<file path="src/rtl/trace_pkg.sv">
// Shared types and width helpers for the commit-trace capture buffer.
package trace_pkg;

    // Widest PC/data and instruction words an entry can hold. Narrower
    // XLEN/ILEN values are zero-extended into these fields and the unused
    // upper bits are optimised away by synthesis.
    localparam int TRACE_XLEN_MAX = 64;
    localparam int TRACE_ILEN_MAX = 32;

    typedef enum logic [1:0] {
        ST_IDLE  = 2'd0,
        ST_ARMED = 2'd1,
        ST_POST  = 2'd2,
        ST_DONE  = 2'd3
    } trace_state_t;

    typedef struct packed {
        logic [TRACE_XLEN_MAX-1:0] pc;
        logic [TRACE_ILEN_MAX-1:0] instr;
        logic [4:0]                rd;
        logic                      we;
        logic [TRACE_XLEN_MAX-1:0] wdata;
    } trace_entry_t;

    // Address width for a DEPTH-entry buffer (at least one bit).
    function automatic int ptr_width(input int depth);
        return (depth > 1) ? $clog2(depth) : 1;
    endfunction

    // Occupancy counter width: must be able to hold the value DEPTH itself.
    function automatic int count_width(input int depth);
        return $clog2(depth) + 1;
    endfunction

endpackage

</file>
<file path="src/rtl/trace_ram.sv">
// Trace entry storage: one synchronous write port, one asynchronous read port.
// The array is deliberately left without reset.
module trace_ram #(
    parameter int DEPTH = 16,
    parameter int WIDTH = 8,
    parameter int AW    = 4
) (
    input  logic             clk,
    input  logic             we,
    input  logic [AW-1:0]    waddr,
    input  logic [WIDTH-1:0] wdata,
    input  logic [AW-1:0]    raddr,
    output logic [WIDTH-1:0] rdata
);

    logic [WIDTH-1:0] mem [DEPTH];

    // Write one entry per enabled cycle.
    always_ff @(posedge clk) begin
        if (we) begin
            mem[waddr] <= wdata;
        end
    end

    // Readout must be zero-latency, so the read side is combinational.
    assign rdata = mem[raddr];

endmodule

</file>
<file path="src/rtl/commit_trace_buffer.sv">
// Commit-trace capture buffer: records retired instructions into a circular
// buffer, freezes a configurable number of entries after a trigger, then
// drains the frozen window oldest-first over a valid/ready port.
// XLEN must not exceed 64 and ILEN must not exceed 32.
module commit_trace_buffer
    import trace_pkg::*;
#(
    parameter int XLEN      = 64,
    parameter int ILEN      = 32,
    parameter int DEPTH     = 16,
    parameter int POST_TRIG = 8
) (
    input  logic                 clk,
    input  logic                 reset,
    input  logic                 cap_valid,
    input  logic [XLEN-1:0]      cap_pc,
    input  logic [ILEN-1:0]      cap_instr,
    input  logic [4:0]           cap_rd,
    input  logic                 cap_we,
    input  logic [XLEN-1:0]      cap_wdata,
    input  logic                 arm,
    input  logic                 trig_en,
    input  logic [XLEN-1:0]      trig_pc,
    input  logic                 trig_force,
    output logic                 rd_valid,
    input  logic                 rd_ready,
    output logic [XLEN-1:0]      rd_pc,
    output logic [ILEN-1:0]      rd_instr,
    output logic [4:0]           rd_rd,
    output logic                 rd_we,
    output logic [XLEN-1:0]      rd_wdata,
    output logic                 rd_last,
    output logic [1:0]           state,
    output logic [$clog2(DEPTH):0] count,
    output logic [31:0]          commit_count
);

    localparam int PW = ptr_width(DEPTH);
    localparam int CW = count_width(DEPTH);
    localparam int EW = $bits(trace_entry_t);

    trace_state_t  state_q, state_d;
    logic [PW-1:0] wr_ptr_q, wr_ptr_d;
    logic [CW-1:0] count_q, count_d;
    logic [CW-1:0] post_q, post_d;
    logic [31:0]   commit_q, commit_d;

    logic          ram_we;
    logic          trig_hit;
    logic [CW-1:0] count_inc;
    logic [PW-1:0] rd_idx;
    trace_entry_t  wr_entry;
    trace_entry_t  rd_entry;
    logic [EW-1:0] rd_raw;

    // Registered state; reset returns everything except the array to zero.
    always_ff @(posedge clk or negedge reset) begin
        if (!reset) begin
            state_q  <= ST_IDLE;
            wr_ptr_q <= '0;
            count_q  <= '0;
            post_q   <= '0;
            commit_q <= '0;
        end else begin
            state_q  <= state_d;
            wr_ptr_q <= wr_ptr_d;
            count_q  <= count_d;
            post_q   <= post_d;
            commit_q <= commit_d;
        end
    end

    assign trig_hit  = cap_valid && (trig_force || (trig_en && (cap_pc == trig_pc)));
    // Occupancy saturates at DEPTH; beyond that the oldest entry is overwritten.
    assign count_inc = (count_q == CW'(DEPTH)) ? count_q : count_q + CW'(1);

    // Next-state logic: capture while ARMED/POST, drain or re-arm while DONE.
    always_comb begin
        state_d  = state_q;
        wr_ptr_d = wr_ptr_q;
        count_d  = count_q;
        post_d   = post_q;
        commit_d = commit_q;
        ram_we   = 1'b0;

        if (cap_valid) begin
            commit_d = commit_q + 32'd1;
        end

        case (state_q)
            ST_IDLE, ST_DONE: begin
                // arm wins over any same-cycle capture or readout handshake.
                if (arm) begin
                    state_d  = ST_ARMED;
                    wr_ptr_d = '0;
                    count_d  = '0;
                    post_d   = '0;
                end else if ((state_q == ST_DONE) && rd_valid && rd_ready) begin
                    count_d = count_q - CW'(1);
                end
            end
            ST_ARMED: begin
                if (cap_valid) begin
                    ram_we   = 1'b1;
                    wr_ptr_d = wr_ptr_q + PW'(1);
                    count_d  = count_inc;
                    if (trig_hit) begin
                        if (POST_TRIG == 0) begin
                            state_d = ST_DONE;
                        end else begin
                            post_d  = CW'(POST_TRIG);
                            state_d = ST_POST;
                        end
                    end
                end
            end
            ST_POST: begin
                // Triggers are ignored here; only the post counter matters.
                if (cap_valid) begin
                    ram_we   = 1'b1;
                    wr_ptr_d = wr_ptr_q + PW'(1);
                    count_d  = count_inc;
                    post_d   = post_q - CW'(1);
                    if (post_q == CW'(1)) begin
                        state_d = ST_DONE;
                    end
                end
            end
            default: begin
                state_d = ST_IDLE;
            end
        endcase
    end

    // Build the stored entry; writes to x0 are recorded as no write-back.
    always_comb begin
        wr_entry       = '0;
        wr_entry.pc    = TRACE_XLEN_MAX'(cap_pc);
        wr_entry.instr = TRACE_ILEN_MAX'(cap_instr);
        wr_entry.rd    = cap_rd;
        wr_entry.we    = cap_we && (cap_rd != 5'd0);
        wr_entry.wdata = TRACE_XLEN_MAX'(cap_wdata);
    end

    // Oldest entry sits count positions behind the write pointer (mod DEPTH).
    assign rd_idx = wr_ptr_q - count_q[PW-1:0];

    trace_ram #(
        .DEPTH (DEPTH),
        .WIDTH (EW),
        .AW    (PW)
    ) u_ram (
        .clk   (clk),
        .we    (ram_we),
        .waddr (wr_ptr_q),
        .wdata (wr_entry),
        .raddr (rd_idx),
        .rdata (rd_raw)
    );

    assign rd_entry = trace_entry_t'(rd_raw);

    assign rd_valid     = (state_q == ST_DONE) && (count_q != '0);
    assign rd_last      = rd_valid && (count_q == CW'(1));
    assign rd_pc        = rd_valid ? rd_entry.pc[XLEN-1:0]    : '0;
    assign rd_instr     = rd_valid ? rd_entry.instr[ILEN-1:0] : '0;
    assign rd_rd        = rd_valid ? rd_entry.rd              : '0;
    assign rd_we        = rd_valid && rd_entry.we;
    assign rd_wdata     = rd_valid ? rd_entry.wdata[XLEN-1:0] : '0;
    assign state        = state_q;
    assign count        = count_q;
    assign commit_count = commit_q;

endmodule

</file>
<file path="config.mk">
export PLATFORM = sky130hd
export DESIGN_NAME = commit_trace_buffer
export DESIGN_NICKNAME = d
export VERILOG_FILES = /design/src/rtl/trace_pkg.sv /design/src/rtl/trace_ram.sv /design/src/rtl/commit_trace_buffer.sv
export SDC_FILE = /design/constraint.sdc
export NUM_CORES = 2
export LEC_CHECK = 0
export ABC_AREA = 0
export ABC_CLOCK_PERIOD_IN_PS = 12900
export CAP_MARGIN = 20
export CELL_PAD_IN_SITES_DETAIL_PLACEMENT = 0
export CELL_PAD_IN_SITES_GLOBAL_PLACEMENT = 2
export CORE_MARGIN = 8
export CORE_UTILIZATION = 52
export CTS_BUF_LIST = sky130_fd_sc_hd__clkbuf_16
export DETAILED_ROUTE_END_ITERATION = 7
export PLACE_DENSITY = 0.95
export SYNTH_ARGS = -nofsm -noshare
export SYNTH_HDL_FRONTEND = slang
export SYNTH_SLANG_ARGS = --single-unit
</file>
<file path="constraint.sdc">
create_clock -name clk -period 12.9 [get_ports clk]
set_input_delay 1.29 -clock clk [delete_from_list [all_inputs] [get_ports clk]]
set_output_delay 1.29 -clock clk [all_outputs]
set_load 0.01 [all_outputs]
</file>
==> results.toml <==
[logic_synthesis]
synth_compound_area_frac = 0.0266
synth_xor_area_frac = 0.00779
synth_top_area_frac = 0.763
synth_edf_count = 2656
ys_types = 53
synthTopCellsByArea = "edfxtp_1 (76%), mux4_2 (14%), a211oi_1 (2.4%), mux2i_1 (1.6%), dfrtp_1 (1.1%)"
muxShareOfSynthArea = 0.160
syn-instance-count = 4619
avgSynthCellArea_um2 = 22.6
ys_seq_area_frac = 0.775
async_reset_ff_frac = 0.0178
synth_fa_ha_area_frac = 0.00235
yosysTopAreaCell = "edfxtp_1"
ys_ff_latch = 2704
yosys.area_share.simple = 0.0173
yosysWarnings = 0
synth_area_um2 = 105000
syn_nets = 4875
synth_top_family_by_area = "multiplexers"
netlist_top_cells_count = "edfxtp_1 (2656), mux4_2 (664), a211oi_1 (333)"
ys.flop_type = "edfxtp_1"
yosysMostFrequentCell = "edfxtp_1"

[sta]
hold_viol = 0
fin_crit_sh = 0.605
max_slew_margin = 0.189
max_freq_mhz = 128
worst_slack_ps = 5090
worst_slew_pin_slew_ps = 1220
slew_viol_final = 0
finClkSkew_ps = 44.2
worst_hold_slack_ps = 262
setup_tns_ps = 0
setup_violations = 0
rsz0062_at_grt = "no"
min_period_ps = 7810

[placement]
dp_slack_ps = 6030
port_buffers = 443
globalplace.congestion = 0.769
place_hpwl_mm = 127

[run]
maxCapViolations = 0

[clock_tree]
ctsResizeCount = 0
htree_levels = 5
clockBufferDepth = 4
tritoncts = "done"
cts_hold_buf = 0
clock_latency_ps = 910
cts_setup_buffers = 0
clk_pin_slew_ps = 60
cts-buffers-inserted = 288
cts.sinks = 2704
clockRootBuffer = "clkbuf_16"

[grt]
grt-ovfl-total = 0
grt_pass1_vias = 52500
grt_antenna_before_repair = 32
grt_pass1_wl_mm = 363
grt_max_degree = 146
grt.total_usage = 0.228

[setup_path]
cp.required_ps = 11610
rr_worst_depth = 7
max_stage_delay_ps = 1120
end_kind = "output pin"
cp_slowest_cell = "fa_4"
crit_chain = "inv_1 -> ha_4 -> fa_4 -> buf_12 -> buf_4 -> mux4_2 -> nor2b_1 -> a211oi_1 -> a211oi_1 -> clkdlybuf4s50_1"
arrival_ps = 6520
cp_common_cell = "a211oi_1"
worst-setup-path-type = "reg2out"
cp_max_fo = 145
start_kind = "flop"
worst-path-stages = 10
path_delay_family = "buffers and inverters"
path_buf_inv = 4

[pwr]
switching_power_w = 0.0117
p_total_w = 0.0335
powerDensity_nw_per_um2 = 276
p_clk_frac = 0.232
switching_share = 0.350
intPower_w = 0.0217
p_seq_frac = 0.308
combPwrFrac = 0.460
p_leak_nw = 38.3
max-vdd-ir-drop_mv = 0.510

[floorplanning]
row_count = 164
design.die.area_um2 = 216000
num_io_pins = 444
coreArea_um2 = 200000
fp.dieH_um = 464
initial_utilization = 0.523
chipWidth_um = 464

[layout]
layout.nets = 5430
syn_to_final_growth_pct = 15.8
fill_cells = 13300
drive_gt1_frac = 0.216

[drt]
dr_total_vias = 50800
drt-total-wl_mm = 251
drtAntennaViolNets = 0
vias_per_cell = 6.31
drc_errors = 0
firstDrtPassIters = 5
routedWlPerCell_um = 31.2
drtIter0Drc = 5517

[min_path]
hold_class = "in2async"

[status]
run_status = "finished clean"
[power by group through the flow]
stage	logic, W	registers, W	clock network (W)
floorplan	0.0105	0.0105	0
global placement	0.0153	0.0104	0
detailed placement	0.0154	0.0105	0
CTS	0.0156	0.0103	0.00790
global route	0.0164	0.0103	0.00823
finish	0.0154	0.0103	0.00777
[flip-flops by register name, indices dropped and copies added, names as in the netlist]
name,flops
u_ram.mem,2656
commit_count,32
count,5
post_q,5
wr_ptr_q,4
state,2
[layout by cell type (no fill, tap or decap), drive strengths merged, types with 12 or more instances in the layout]
| master | count |
|---|---|
| xor2 | 41 |
| ha | 18 |
| clkbuf | 292 |
| and2 | 17 |
| clkinv | 109 |
| clkdlybuf4s50 | 442 |
| nand4 | 19 |
| inv | 84 |
| mux4 | 664 |
| xnor2 | 52 |
| nor4 | 12 |
| buf | 87 |
| nor2b | 170 |
| bufinv | 23 |
| a211oi | 333 |
| edfxtp | 2656 |
| nor2 | 18 |
| dfrtp | 48 |
| nand2 | 27 |
| diode | 26 |
| mux2i | 171 |
[worst reg2reg max path: stages, from the launching register on]
cell     delay [ps]
dfrtp_1         430
inv_1            90
ha_1            590
nor2_1          280
and3_1          280
and2_4          580
buf_4           810
buf_12          750
[cells by family after synthesis]
family / Yosys count
adders and majority gates: 19
buffers and inverters: 288
AOI/OAI and AO/OA: 373
xor gates and xnor gates: 93
and+or+nand+nor: 305
muxes: 837
DFF: 2704
[metal layers]
metal / wire [µm] / vias up / track usage / part of all wire
met5: 16 / - / 0 / 0.000064
met4: 6340 / 4 / 0.0647 / 0.025
met3: 22200 / 358 / 0.0469 / 0.088
met2: 123000 / 2669 / 0.371 / 0.49
met1: 99300 / 27000 / 0.318 / 0.40
li1: - / 20800 / - / -
[final cells by class]
type / instances / area, µm² / area share
antenna: 26 / 65.1 / 0.000538
clock buffer: 292 / 7310 / 0.0604
clock inverter: 197 / 1510 / 0.0124
inverter: 24 / 90.1 / 0.000744
multi-input combinational: 1627 / 22400 / 0.185
sequential: 2704 / 81000 / 0.669
tap: 2656 / 3320 / 0.0275
timing repair buffer: 529 / 5360 / 0.0442
[worst paths after layout]
kind                                                end                         start  slack, ps
max                                           rd_pc[52]       wr_ptr_q[0]$_DFFE_PN0P_       5090
min                        commit_count[22]$_DFFE_PN0P_                         reset        260
max reg2reg                u_ram.mem[12][136]$_DFFE_PP_          state[0]$_DFFE_PN0P_       8540
min reg2reg                commit_count[31]$_DFFE_PN0P_  commit_count[31]$_DFFE_PN0P_        460
max in group asynchronous   commit_count[7]$_DFFE_PN0P_                         reset      12130
min in group clk           commit_count[31]$_DFFE_PN0P_  commit_count[31]$_DFFE_PN0P_        460
[metrics by stage]
| stage | util | cells | instance area (µm²) |
|---|---|---|---|
| floorplan | - | 4619 | 105000 |
| global placement | 0.561 | 7537 | 112000 |
| detailed placement | 0.562 | 7539 | 112000 |
| CTS | 0.606 | 8028 | 121000 |
| global route | 0.606 | 8044 | 121000 |
| finish | 0.606 | 8055 | 121000 |
Power figures use the tool's default switching activity.
